<file path="config.mk">
export PLATFORM = sky130hd
export DESIGN_NAME = pipe_stage_skid
export DESIGN_NICKNAME = d
export VERILOG_FILES = /design/src/rtl/pipe_stage_skid.sv
export SDC_FILE = /design/constraint.sdc
export NUM_CORES = 1
export LEC_CHECK = 0
export CORE_ASPECT_RATIO = 0.7
export CORE_MARGIN = 2
export CORE_UTILIZATION = 45
export CTS_CLUSTER_DIAMETER = 150
export CTS_CLUSTER_SIZE = 16
export DETAILED_ROUTE_END_ITERATION = 8
export PLACE_DENSITY = 0.76
export SYNTH_ARGS = -nofsm -noshare
export SYNTH_HDL_FRONTEND = slang
export SYNTH_SLANG_ARGS = --single-unit
</file>
<file path="constraint.sdc">
create_clock -name clk_i -period 12.15 [get_ports clk_i]
set_clock_uncertainty 0.15 [all_clocks]
set_input_delay 1.215 -clock clk_i [delete_from_list [all_inputs] [get_ports clk_i]]
set_output_delay 1.215 -clock clk_i [all_outputs]
set_load 0.02 [all_outputs]
</file>
<file path="src/rtl/pipe_stage_skid.sv">
// Pipeline stage register with a valid/ready handshake, a 2-entry skid buffer, flush, and bubble control zeroing.
// Optional stall/bubble statistics counters are built only when PIPE_STATS_EN is defined.
module pipe_stage_skid #(
   parameter int CTRL_W = 2,
   parameter int DATA_W = 69,
   parameter int CNT_W  = 16
) (
   input  logic              clk_i,
   input  logic              rst_i,
   input  logic              flush_i,
   input  logic              in_valid_i,
   output logic              in_ready_o,
   input  logic [CTRL_W-1:0] in_ctrl_i,
   input  logic [DATA_W-1:0] in_data_i,
   output logic              out_valid_o,
   input  logic              out_ready_i,
   output logic [CTRL_W-1:0] out_ctrl_o,
   output logic [DATA_W-1:0] out_data_o,
   output logic [1:0]        occupancy_o,
   output logic [CNT_W-1:0]  stall_cnt_o,
   output logic [CNT_W-1:0]  bubble_cnt_o
);

   logic              r_out_valid;
   logic [CTRL_W-1:0] r_out_ctrl;
   logic [DATA_W-1:0] r_out_data;
   logic              r_skid_valid;
   logic [CTRL_W-1:0] r_skid_ctrl;
   logic [DATA_W-1:0] r_skid_data;
   logic              w_accept;
   logic              w_fire;

   // Ready depends only on registered skid state, so no comb path from out_ready_i.
   assign in_ready_o  = ~r_skid_valid & ~rst_i;
   assign w_accept    = in_valid_i & in_ready_o;
   assign w_fire      = r_out_valid & out_ready_i;
   assign out_valid_o = r_out_valid;
   assign out_ctrl_o  = r_out_ctrl;
   assign out_data_o  = r_out_data;
   assign occupancy_o = r_skid_valid ? 2'd2 : (r_out_valid ? 2'd1 : 2'd0);

   always_ff @(posedge clk_i or posedge rst_i) begin
      if (rst_i) begin
         r_out_valid  <= 1'b0;
         r_out_ctrl   <= '0;
         r_out_data   <= '0;
         r_skid_valid <= 1'b0;
         r_skid_ctrl  <= '0;
         r_skid_data  <= '0;
      end else if (flush_i) begin
         // Data is kept so the output bus does not toggle on a bubble.
         r_out_valid  <= 1'b0;
         r_out_ctrl   <= '0;
         r_skid_valid <= 1'b0;
      end else if (!r_out_valid) begin
         if (w_accept) begin
            r_out_valid <= 1'b1;
            r_out_ctrl  <= in_ctrl_i;
            r_out_data  <= in_data_i;
         end
      end else if (!r_skid_valid) begin
         if (w_accept && w_fire) begin
            r_out_ctrl <= in_ctrl_i;
            r_out_data <= in_data_i;
         end else if (w_accept) begin
            r_skid_valid <= 1'b1;
            r_skid_ctrl  <= in_ctrl_i;
            r_skid_data  <= in_data_i;
         end else if (w_fire) begin
            r_out_valid <= 1'b0;
            r_out_ctrl  <= '0;
         end
      end else if (w_fire) begin
         r_out_ctrl   <= r_skid_ctrl;
         r_out_data   <= r_skid_data;
         r_skid_valid <= 1'b0;
      end
   end

`ifdef PIPE_STATS_EN
   logic [CNT_W-1:0] r_stall_cnt;
   logic [CNT_W-1:0] r_bubble_cnt;

   function automatic logic [CNT_W-1:0] sat_inc(input logic [CNT_W-1:0] v);
      return (&v) ? v : v + {{(CNT_W-1){1'b0}}, 1'b1};
   endfunction

   // Counters saturate and are cleared only by reset; flush leaves them alone.
   always_ff @(posedge clk_i or posedge rst_i) begin
      if (rst_i) begin
         r_stall_cnt  <= '0;
         r_bubble_cnt <= '0;
      end else begin
         if (r_out_valid && !out_ready_i) r_stall_cnt <= sat_inc(r_stall_cnt);
         if (!r_out_valid)                r_bubble_cnt <= sat_inc(r_bubble_cnt);
      end
   end

   assign stall_cnt_o  = r_stall_cnt;
   assign bubble_cnt_o = r_bubble_cnt;
`else
   assign stall_cnt_o  = '0;
   assign bubble_cnt_o = '0;
`endif

endmodule

</file>
==> run metrics, run 1 <==
CP arrival 2.53 ns; cell area after synthesis about 6600 sq um; share of the yosys chip area belonging to registers a little over half; Crit. Startpoint rst_i; total power draw between 0.0015 and 0.002 W; setup bufs post-CTS 0; area added between synthesis and finish 32.11%; layout cells sized above 1 between 40% and 50%; Detail Placement HPWL ~8.8 mm; Die Y 105.2 um; Final ANT Viol Nets 0; final hold vios 0; vias per cell a little under 5; Distinct cells, synth 27; Detailed Route WL roughly 14 mm; largest net degree at the start of global routing 81; grt total ovfl 0; CTS Sinks 144; syn_area_per_cell 14.99 sq um; io pins between 150 and 200; worst-skew pair later-pin latency 0.41 ns; Root Driver clkbuf_16; # setup viols final 0; Setup TNS 0 ns; CTS tree built; CP max FO 6; leakage 3.860 nW; total CTS buffers 17; Net count, final 662; # diodes 0; number of global-route vias before repair around 4,200; initial core utilization between 40% and 50%; type of the worst setup path input pin to output pin; Worst-Margin Slew roughly 1.1 ns; Clk pwr share around 35%; row cnt 36; Iter 0 DRT Violations 129; All-Layer GR Usage 18.32%; core area 14,100 sq um; switch share between 20% and 30%; cell count after synthesis 439; placed cells about 760; post-synthesis register bit count 144; Die Wd around 150 um; DIE AREA 15,620 sq um; initial antenna violation count 0; hold_buf cts 0; vias 3,923; H-tree levels 4; r2r setup slk between 9 and 10 ns; Max Fclk approximately 260 MHz; Reg-to-Reg Start r_skid_valid; CP required 10.78 ns; sequential group share of total power between 40% and 50%; YS warnings 0; Startpoint Class input pin; IO buf count 150; worst rel slew slack approximately a quarter; hold wc startpoint r_skid_ctrl[0]; DRT Pass-1 Iters 4; max-slew violation count 0; maximum VDD drop 98.31 uV; CTS clk-pin slew, worst paths 0.05 ns; DRC viols 0; Comb pwr share between 20% and 30%; worst hold path class flip-flop to flip-flop; RSZ-0062 raised after global routing false; clock buffer depth 2; crit end category output pin; Switch Pwr around 0.00042 W; first-pass GRT wire length around 22 mm; Power Density 175.3 nW/um^2; routed length per instance ~17 um; minimum clock period 3.891 ns; post_cts resized 0; max-capacitance violation count 0; status completed; RD Place Congestion 0.7447; Cell Count, Final, Fillers Out 789; Internal around 0.0011 W; Final period util around a third
[area by class of cell]
| cell class | instances | area, sq um |
|---|---|---|
| Fill cell | 1083 | 5404 |
| Sequential cell | 144 | 3603 |
| Multi-Input combinational cell | 268 | 2721 |
| Timing Repair Buffer | 153 | 1524 |
| Clock buffer | 19 | 432.9 |
| Tap cell | 190 | 237.7 |
| Clock inverter | 13 | 162.7 |
| Inverter | 2 | 12.51 |
[cell usage in the layout (no fill, tap or decap), types with 3 or more instances in the layout]
master | Yosys | routed
mux2_2 | 199 | 199
mux2_4 | 10 | 10
inv_6 | 0 | 3
clkinv_2 | 0 | 3
buf_4 | 34 | 3
nor2b_1 | 4 | 4
clkinvlp_4 | 0 | 3
dfrtp_1 | 144 | 144
conb_1 | 1 | 32
clkdlybuf4s50_1 | 0 | 150
bufinv_16 | 0 | 3
clkbuf_16 | 0 | 17
nor2_1 | 3 | 3
[worst paths after layout]
check / endpoint / cells after the start
hold reg to reg: r_skid_ctrl[0] / 1
setup reg to reg: out_data_o[27] / 4
setup / recovery: in_ready_o / 3
max in group asynchronous: r_skid_data[26] / 3
hold / removal: r_skid_ctrl[0] / 1
min in group asynchronous: out_data_o[67] / 2
[synthesized netlist by cell type]
| cell type | n | area, sq um |
|---|---|---|
| buf_4 | 34 | 255.2 |
| buf_6 | 3 | 33.78 |
| a21oi_1 | 2 | 10.01 |
| a211o_1 | 2 | 17.52 |
| clkbuf_1 | 5 | 18.77 |
| and3b_1 | 1 | 8.760 |
| a22o_1 | 2 | 17.52 |
| buf_2 | 14 | 70.07 |
| inv_1 | 1 | 3.750 |
| a221oi_4 | 1 | 26.28 |
| a22oi_1 | 1 | 7.510 |
| or2_1 | 1 | 6.260 |
| or4b_1 | 1 | 10.01 |
| dfrtp_1 | 144 | 3603 |
| and3_1 | 2 | 12.51 |
| nand2_1 | 1 | 3.750 |
| nor2b_1 | 4 | 25.02 |
| nor4bb_1 | 1 | 10.01 |
| mux2_4 | 10 | 150.1 |
| mux2_2 | 199 | 2241 |
| inv_2 | 1 | 3.750 |
| nor2_1 | 3 | 11.26 |
| nand3_1 | 1 | 5.000 |
| conb_1 | 1 | 3.750 |
| a211oi_1 | 1 | 7.510 |
| nand2b_1 | 2 | 12.51 |
| nand2_2 | 1 | 6.260 |
[power by group through the flow]
| stage | sequential (W) | clock, W | combinational [W] |
|---|---|---|---|
| 3_3_place_gp | 0.000631 | 0 | 0.000362 |
| 6_report | 0.000630 | 0.000528 | 0.000367 |
| 3_5_place_dp | 0.000637 | 0 | 0.000369 |
| 4_1_cts | 0.000631 | 0.000539 | 0.000371 |
| 5_1_grt | 0.000642 | 0.000561 | 0.000389 |
| 2_1_floorplan | 0.000696 | 0 | 0.000136 |
[cells by family (layout without fill, tap and decap cells)]
| kind of cell | count (synthesis) | count (layout) | share of synthesized area, % |
|---|---|---|---|
| buffers and inverters | 58 | 187 | 5.855 |
| muxes | 209 | 209 | 36.33 |
| other | 1 | 32 | 0.05698 |
| and+or+nand+nor | 18 | 18 | 1.692 |
| DFF | 144 | 144 | 54.75 |
| AOI/OAI and AO/OA | 9 | 9 | 1.312 |
[critical path: stages]
cell and delay, ns:
clkdlybuf4s50_1 0.54, nor2_1 0.15, clkdlybuf4s50_1 0.62
[per-layer routing]
layer | wire length (um) | GRT usage (%)
met2 | 6378 | 29.13
met3 | 1003 | 5.808
met5 | 0 | 0
met1 | 6119 | 23.76
met4 | 182 | 6.327
[registers in the layout, indices dropped and copies added (netlist names)]
| register | flops |
|---|---|
| r_skid_valid | 1 |
| out_valid_o | 1 |
| r_skid_ctrl | 2 |
| r_skid_data | 69 |
| out_ctrl_o | 2 |
| out_data_o | 69 |
[through the flow]
step                instance area (sq um)  hold WS, ns  setup slack [ns]  utilization (%)
finish                               8695       0.3445             8.259            61.67
global route                         8695       0.3620             8.207            61.67
CTS                                  8695       0.3494             8.258            61.67
detailed placement                   8099       0.3368             8.237            57.45
global placement                     8099       0.3328             8.244            57.45
floorplan                            6698       0.3206             6.919                -
(Power assumes the default switching activity.)
==> run 2: changes to the inputs <==
Settings changed: CORE_UTILIZATION 45 to 44, PLACE_DENSITY 0.76 to 0.77.
Clock period 12.15 ns to 3.5 ns, I/O delays scaled along.
==> run 2 against run 1 <==
Combinational power grew to 3.5 times the previous value. Via count shrank 0.31%. Global-route usage shrank 1.0 points. Hold slack gained 0.0063 ns. Clock power grew to 3.8 times the previous value. Highest routed layer unchanged.
==> run metrics, run 2 (synthesized netlist as in run 1, its figures left out) <==
type of the worst setup path flip-flop to output pin; Startpoint Class flip-flop; r2r setup slk between 1 and 1.5 ns; initial core utilization between 40% and 50%; critical path cell sequence nor2b_1 -> clkdlybuf4s50_1; CTS clk-pin slew, worst paths around 0.060 ns; # setup viols final 0; FILL cells 1,146; CP required 3.00 ns; CTS Sinks 144; Setup TNS 0 ns; register area between 3000 and 4000 sq um; Power Density 620.7 nW/um^2; routed length per instance 16.80 um; Max Fclk around 400 MHz; area added between synthesis and finish 33.78%; Detailed Route WL 13.32 mm; slowest CP cell clkdlybuf4s50_1; minimum clock period between 2 and 2.5 ns; vias per cell ~5; DIE AREA 15,970 sq um; most common cell after layout, fill and taps aside mux2_2; core area between 10,000 and 15,000 sq um; Root Driver clkbuf_16; DRT Pass-1 Iters 4; largest net degree at the start of global routing around 150; CTS tree built; post_cts resized 0; Die Wd about 150 um; reg2reg path depth 4; Reg-to-Reg Start out_valid_o; Final period util 71.09%; grt total ovfl 0; setup bufs post-CTS 0; initial antenna violation count 1; max-slew violation count 0; io pins about 180; Detail Placement HPWL between 8 and 9 mm; RSZ-0062 raised after global routing false; r2r endpoint r_skid_data[18]; IO buf count 150; H-tree levels 4; first-pass GRT wire length around 21 mm; CP arrival between 1.5 and 2 ns; DRC viols 0; Worst-Margin Slew ~1 ns; clock buffer depth 2; max-capacitance violation count 0; leakage ~3.9 nW; Net count, final roughly 660; Multi-input gate area about 2700 sq um; RD Place Congestion ~0.73; hold path depth 1; worst hold path class flip-flop to flip-flop; number of global-route vias before repair 4,069; layout cells sized above 1 roughly two fifths; CP max FO 13; commonest cells after routing, fill and taps aside mux2_2 (199), clkdlybuf4s50_1 (150), dfrtp_1 (144); # diodes 0; crit end category output pin; Crit. Startpoint out_valid_o; worst setup path endpoint occupancy_o[0]; Largest stage delay, worst path 0.66 ns; hold_buf cts 0; row cnt 37; Hold Slack 0.3508 ns; Iter 0 DRT Violations 146; Final ANT Viol Nets 0; worst rel slew slack about a third; vias a little under 4,000; All-Layer GR Usage approximately 17%; worst-skew pair later-pin latency a little over 0.4 ns; status completed; maximum VDD drop between 300 and 400 uV; Die Y 106.3 um; final hold vios 0; total CTS buffers 17
==> run 2: cell count changes in the layout (fill, tap and decap cells not counted), sizes merged <==
| cell | previous run | this run |
|---|---|---|
| bufinv | 3 | 5 |
| clkinv | 5 | 2 |
==> run 2: worst max-delay path, delay by kind of cell, from the launching register on <==
family | cells | cell delay [ns]
buf+inv | 1 | 0.66
simple gates | 1 | 0.31
flops | 1 | 0.60
==> run 2: routing by layer <==
metal	track usage (%)	routed length [um]	up-vias
met3	5.880	925	15
li1	-	-	1788
met1	23.20	6224	1991
met2	26.48	6022	117
met5	0	0	-
met4	5.660	152	0
==> run 2: cell type report <==
cell class | count | area share, %
tap | 195 | 2.771
clock buffer | 19 | 5.144
multi-input combinational | 268 | 30.96
timing repair buffer | 153 | 17.73
clock inverter | 12 | 2.331
inverter | 2 | 0.1279
sequential | 144 | 40.93
==> run 2: per-stage QoR <==
step                instance area, sq um  std cells  setup WS [ns]  power, W  util [%]
global placement                    8147        762         0.8044  0.003455     55.51
global route                        8805        793         0.8986  0.005712     60.00
detailed placement                  8147        762         0.7288  0.003491     55.51
CTS                                 8805        793         0.9852  0.005536     60.00
finish                              8805        793          1.012  0.005465     60.00
floorplan                           6701        470          1.195  0.002890         -
==> run 2: worst min-delay path by stage <==
stage	from	to	slack, ns
after floorplan	flush_i	out_valid_o	0.27
after global placement	r_skid_ctrl[0]	r_skid_ctrl[0]	0.33
after detailed placement	r_skid_data[56]	r_skid_data[56]	0.34
after CTS	r_skid_data[56]	r_skid_data[56]	0.35
after global routing	r_skid_data[56]	r_skid_data[56]	0.36
final	r_skid_data[10]	r_skid_data[10]	0.35
==> run 2: power by group <==
group          leakage (nW)  internal [W]  total (W)  switching, W
combinational          1.79      0.000721    0.00127      0.000551
clock                 0.316       0.00131    0.00201      0.000703
sequential             1.81       0.00200    0.00218      0.000186
total                  3.92       0.00403    0.00547       0.00144
